**src/rtl/issue_queue.sv**
```systemverilog
// issue_queue: in-order issue buffer between decode (ID) and the issue/execute
// register. Takes up to two decoded requests per cycle and presents up to two
// hazard-screened requests per cycle, oldest in slot 0.
// Optional feature macro: ISSUE_DUAL_EN. When defined, pair issue and the
// branch delay-slot wait are enabled. When undefined, one entry issues per cycle.

package issue_queue_pkg;
    typedef struct packed {
        logic       valid;
        logic       is_mem;
        logic       is_branch;
        logic [4:0] rd;
        logic       rd_we;
        logic [4:0] rs;
        logic       rs_used;
        logic [4:0] rt;
        logic       rt_used;
    } FU_REQUIRE;
endpackage

module issue_queue
    import issue_queue_pkg::*;
#(
    parameter int DEPTH = 8
) (
    input  logic            clk,
    input  logic            rst,
    input  logic            stall,
    input  logic            flash,
    input  FU_REQUIRE [1:0] id_in,
    output logic            id_ready,
    output FU_REQUIRE [1:0] is_out
);
    localparam int PW = $clog2(DEPTH);
    localparam int CW = PW + 1;

    // Entry storage holds data only, so it is never reset; validity comes from count.
    FU_REQUIRE     mem [DEPTH];
    logic [PW-1:0] head;
    logic [PW-1:0] tail;
    logic [CW-1:0] count;

    logic          wr0_en;
    logic          wr1_en;
    logic [PW-1:0] wr1_idx;
    logic [1:0]    enq_n;
    logic [1:0]    deq_n;
    logic [1:0]    deq_eff;
    logic          iss0;
    FU_REQUIRE     h0;

    // id_ready looks only at the registered count, so stall never reaches it.
    assign id_ready = (count <= CW'(DEPTH - 2));

    // Pack the valid input slots at tail, slot 0 first; a lone slot 1 lands on tail.
    always_comb begin
        wr0_en  = id_ready & id_in[0].valid;
        wr1_en  = id_ready & id_in[1].valid;
        wr1_idx = wr0_en ? tail + PW'(1) : tail;
        enq_n   = {1'b0, wr0_en} + {1'b0, wr1_en};
    end

    // Write the accepted requests into the circular buffer.
    always_ff @(posedge clk) begin
        if (wr0_en) mem[tail] <= id_in[0];
        if (wr1_en) mem[wr1_idx] <= id_in[1];
    end

    assign h0 = mem[head];

`ifdef ISSUE_DUAL_EN
    FU_REQUIRE h1;
    logic      iss1;
    logic      raw;

    assign h1 = mem[head + PW'(1)];

    // Select which of the two oldest entries may leave together this cycle.
    always_comb begin
        raw  = h0.rd_we && (h0.rd != 5'd0) &&
               ((h1.rs_used && (h1.rs == h0.rd)) || (h1.rt_used && (h1.rt == h0.rd)));
        iss0 = 1'b0;
        iss1 = 1'b0;
        if (count >= CW'(2)) begin
            if (h0.is_branch) begin
                // A branch always leaves with its delay slot.
                iss0 = 1'b1;
                iss1 = 1'b1;
            end else begin
                iss0 = 1'b1;
                iss1 = !(h0.is_mem && h1.is_mem) && !h1.is_branch && !raw;
            end
        end else if (count == CW'(1)) begin
            // A lone branch waits until its delay slot has arrived.
            iss0 = !h0.is_branch;
        end
        deq_n = {1'b0, iss0} + {1'b0, iss1};
    end

    // Drive the issue slots; a slot that does not issue is all-zero.
    always_comb begin
        is_out = '0;
        if (iss0) is_out[0] = h0;
        if (iss1) is_out[1] = h1;
    end
`else
    // Single issue: the head leaves whenever the queue is non-empty.
    always_comb begin
        iss0  = (count != '0);
        deq_n = {1'b0, iss0};
    end

    // Drive slot 0 only; slot 1 stays zero in this build.
    always_comb begin
        is_out = '0;
        if (iss0) is_out[0] = h0;
    end
`endif

    // A stalled back end dequeues nothing, though enqueue continues.
    assign deq_eff = stall ? 2'd0 : deq_n;

    // Pointer and occupancy update; reset beats flash, flash beats enqueue/dequeue.
    always_ff @(posedge clk) begin
        if (rst || flash) begin
            head  <= '0;
            tail  <= '0;
            count <= '0;
        end else begin
            tail  <= tail + PW'(enq_n);
            head  <= head + PW'(deq_eff);
            count <= count + CW'(enq_n) - CW'(deq_eff);
        end
    end

endmodule
```
**config.mk**
```make
export PLATFORM = sky130hd
export DESIGN_NAME = issue_queue
export DESIGN_NICKNAME = d
export VERILOG_FILES = /design/src/rtl/issue_queue.sv
export SDC_FILE = /design/constraint.sdc
export NUM_CORES = 1
export LEC_CHECK = 0
export ABC_AREA = 1
export CAP_MARGIN = 20
export CORE_MARGIN = 8
export CORE_UTILIZATION = 55
export CTS_CLUSTER_SIZE = 14
export DETAILED_ROUTE_END_ITERATION = 8
export PLACE_DENSITY = 0.81
export SETUP_SLACK_MARGIN = 0.02
export SLEW_MARGIN = 15
export SYNTH_ARGS = -nofsm -noshare
export SYNTH_HDL_FRONTEND = slang
export SYNTH_SLANG_ARGS = --single-unit
```
**constraint.sdc**
```tcl
create_clock -name clk -period 3 [get_ports clk]
set_input_delay 0.75 -clock clk [delete_from_list [all_inputs] [get_ports clk]]
set_output_delay 0.75 -clock clk [all_outputs]
set_load 0.05 [all_outputs]
```
Word-level counts from Yosys, hierarchy flattened

Memory sizes are Yosys's and may differ from the RTL's. A register that Yosys moved wholly into a read port is not among the register bits.
Index checks and enable logic that the tools add are counted.

Register bits after elaboration: 10
Memory bits (writable): 168
Memories kept: 1

Memory list:

| memory | depth | bits a word | read ports | clocked after Yosys merged registers in | wr ports | RTL line | RTL |
|---|---|---|---|---|---|---|---|
| mem    | 8     | 21          | 1          | 1                                       | 2        | 38       | `FU_REQUIRE mem [DEPTH];` |

$add $sub $neg: 6
Order comparisons: 1
Multiplexer cells: 8
Bitwise operators: 2
Reductions and logical operators: 2

Operators by type and width:

| kind                                                           | count |
|---|---|
| 2-to-1 mux 21 bit                                              | 1 |
| 2-to-1 mux 3 bit                                               | 2 |
| 2-to-1 mux 1 bit                                               | 5 |
| adder 4 x 2 -> 4 bit                                           | 1 |
| less-or-equal comparator 4 x 3 -> 1 bit, second input constant | 1 |
| nonzero test 4 bit                                             | 1 |
| subtractor 4 x 1 -> 4 bit                                      | 1 |
| adder 3 x 1 -> 3 bit                                           | 1 |
| adder 3 x 1 -> 3 bit, second input constant                    | 1 |
| adder 3 x 2 -> 3 bit                                           | 1 |
| adder 1 x 1 -> 2 bit                                           | 1 |
| AND 1 bit                                                      | 2 |
| logical OR 1 bit                                               | 1 |

Logic depth before layout (Yosys ltp)

Depth after elaboration: 5
Mapped depth: 16
Mapped depth without buffers: 16

Worst setup path before layout

Ideal clock, no wire load.

Path type: reg-to-reg
Start: register count[3]
End: memory mem[6][0] (netlist name) (enable)
Setup time: 0.402 ns
Arrival: 2.594 ns
Setup slack: 0.004 ns
Stages on the path, launching flop included: 12
Path buffers: 2
Clock period less this slack: 2.996 ns
Cell sequence: dfxtp_1 -> inv_1 -> ha_1 -> nand2_1 -> nand2_1 -> nand2_1 -> nand2_1 -> a21oi_2 -> buf_2 -> nand2_1 -> buf_2 -> o21ai_1

RTL lines:

| what                   | RTL line | RTL |
|---|---|---|
| start, declared        | 41       | `logic [CW-1:0] count;` |
| start signal, assigned | 132      | `count <= count + CW'(enq_n) - CW'(deq_eff);` |
| end, declared          | 38       |  |

==> out/qor.csv <==
metric,value,unit
r2r-start,count[3],
cts_sinks,178,
maxSlewHeadroom,65.79,%
synth-xor-area-share,0.08664,%
drt-initial-drc-count,1463,
drt_pass1_iterations,6,
antenna_found_initial,0,
powerDensity,958.8,nW/µm²
min_path_type,register to register,
ys_ff_latch,178,
hold_viol,0,
grt_pass1_wl,44970,µm
port_buffers,67,
place_inst,1476,
reg2reg_depth,15,
hpwl,17940,µm
setup_viol,0,
end_kind,output port,
clock.fmax,350.5,MHz
htree_levels,4,
antenna_cells,0,
core_area,18020,µm²
required,2.25,ns
drv_cap,0,
dieWidth,151.6,µm
finalWorstSetupSlack,0.1467,ns
gp_congestion,0.8403,
initial_utilization,56.08,%
min_to,count[0],
vdd_ir_drop_max,0.5893,mV
area_growth,14.78,%
via_per_inst,5.981,
tightest_slew,0.5131,ns
leakage,4.864,nW
numCtsBuffers,17,
clock_latency,0.44,ns
final_core_util,64.37,%
wl,28990,µm
synth_area_leaders,"edfxtp_1 (50%), nand2_1 (13%), nand3_1 (8.6%)",
period_needed,2.853,ns
place_ws,-0.07833,ns
synth_simple_gate_area_share,29.94,%
fp.dieArea,22970,µm²
worstPathCellList,"inv_1, ha_1, nand3_1, buf_4, o21ai_0, nor2_1, buf_4",
worstSetupPathType,register to output port,
ff2ff_setup_slack,0.27,ns
die_h,151.6,µm
critPathLaunchType,register,
grtUsageTotal,25.50,%
syn_area,10110,µm²
clk_path_buf_depth,2,
finalNetCount,1327,
hold_depth,3,
period_share,95.11,%
fin_tns_setup,0,ns
fillers,1396,
via_count,9026,
hold_start,count[0],
grt_overflow_total,0,
cpMaxStageDelayCell,dfxtp_1,
timing.rr.end,count[2],
antenna_left,0,
synth_area_per_cell,8.080,µm²
status,"complete, no violations",
synth_top_family_by_area,simple AND/OR/NAND/NOR gates,
slew_violations,0,
synth_fa_ha_area_share,1.881,%
post_drt_wl_per_cell,19.21,µm
synth_cells,1251,
cts_tree,built,
ctsRootBufferMaster,clkbuf_16,
path_max_fanout,21,
synth_compound_area_share,7.724,%
hold_ws,0.6921,ns
rsz0062_at_grt,no,
num_io_pins,89,
final_common_cell,nand2_1,
grt_max_degree,55,
slowest_delay,0.35,ns
instances_no_fill,1509,
ys_seq_area_share,51.89,%
ys_warn_count,0,
clock_skew,0.007668,ns
drive_above_1_share,9.844,%
yosys.area.top_type,edfxtp_1,
crit_top_cell,buf_4,
final_cell_mix,"nand2_1 (360), nor2_1 (178), nand3_1 (173)",
clkTransAtPathRegs,0.06,ns
grt_pass1_vias,8334,
synthMuxAreaShare,0,%
arrival,2.10,ns
fp-row-count,49,
drc,0,
synth_top_area_share,49.91,%
synth_cell_types,29,
[worst max path at each step]
stage | endpoint | cells past startpoint | from | slack [ns]
3_3_place_gp | count[2] | 12 | id_in[20] | 0.07
4_1_cts | id_ready | 6 | count[3] | 0.04
6_report | is_out[12] | 7 | count[3] | 0.15
5_1_grt | is_out[7] | 8 | head[0] | 0.03
2_1_floorplan | mem[7][0] | 11 | count[3] | 0.04
3_5_place_dp | count[2] | 12 | id_in[20] | -0.08
[flip-flops by register name, summed over array words and instances, names as in the netlist]
name	flops
head	3
mem	168
count	4
tail	3
[layer usage]
metal / vias to the layer above / global-route usage [%] / wire length [µm]
li1: 4138 / - / -
met1: 4154 / 33.43 / 10760
met3: 104 / 3.980 / 3362
met2: 630 / 40.82 / 13670
met4: 0 / 12.25 / 1194
met5: - / 0 / 0
[final cells by class]
class	instances	area (µm²)	share of cell area, %
sequential	178	5253	45.27
clock buffer	19	432.9	3.731
timing repair buffer	122	1324	11.41
tap	229	286.5	2.470
clock inverter	13	90.09	0.7764
inverter	27	101.3	0.8735
multi-input combinational	921	4115	35.47
[critical path, delay by kind of cell, from the launching register on]
family	cells	cell delay [ns]
buffers and inverters	3	0.63
DFF	1	0.35
AOI/OAI and AO/OA	1	0.15
adders and majority gates	1	0.20
and+or+nand+nor	2	0.34
[where the power goes]
part	total [mW]	internal, mW	leakage [nW]	switching [mW]
registers	3.52	3.38	1.63	0.144
logic	5.60	1.80	3.00	3.81
clock network	2.00	1.05	0.239	0.947
total	11.1	6.23	4.86	4.90
[logic make-up (layout without fill, tap and decap cells)]
group                      after synthesis  in the layout
buffers and inverters                  172            181
and+or+nand+nor                        730            730
DFF                                    178            178
other                                    1             21
adders and majority gates               14             14
AOI/OAI and AO/OA                      155            155
xor gates and xnor gates                 1              1
[what timing repair did]
item | CTS | global route
gates resized for setup | 2 | 6
setup buffers | 0 | 1
endpoints found under the setup margin | 2 | 11
hold buffers | 0 | 0
pin swaps | 0 | 1
[cells in the mapped netlist (all sizes together)]
library cell and instances:
nand2 364, conb 1, nand4 4, dfxtp 10, nand3 175, ha 12
nor3b 1, inv 25, xor2 1, or2 3, clkinv 2, buf 97
a31oi 1, nor2 183, fa 2, o21ai 149, clkbuf 48, a21oi 5
edfxtp 168
[metrics by stage]
stage | cell area (µm²) | total power, mW
6_report | 11600 | 11.12
3_5_place_dp | 11050 | 9.062
5_1_grt | 11600 | 11.64
3_3_place_gp | 11050 | 8.907
4_1_cts | 11580 | 11.04
2_1_floorplan | 10190 | 6.948
Power figures use the tool's default switching activity.
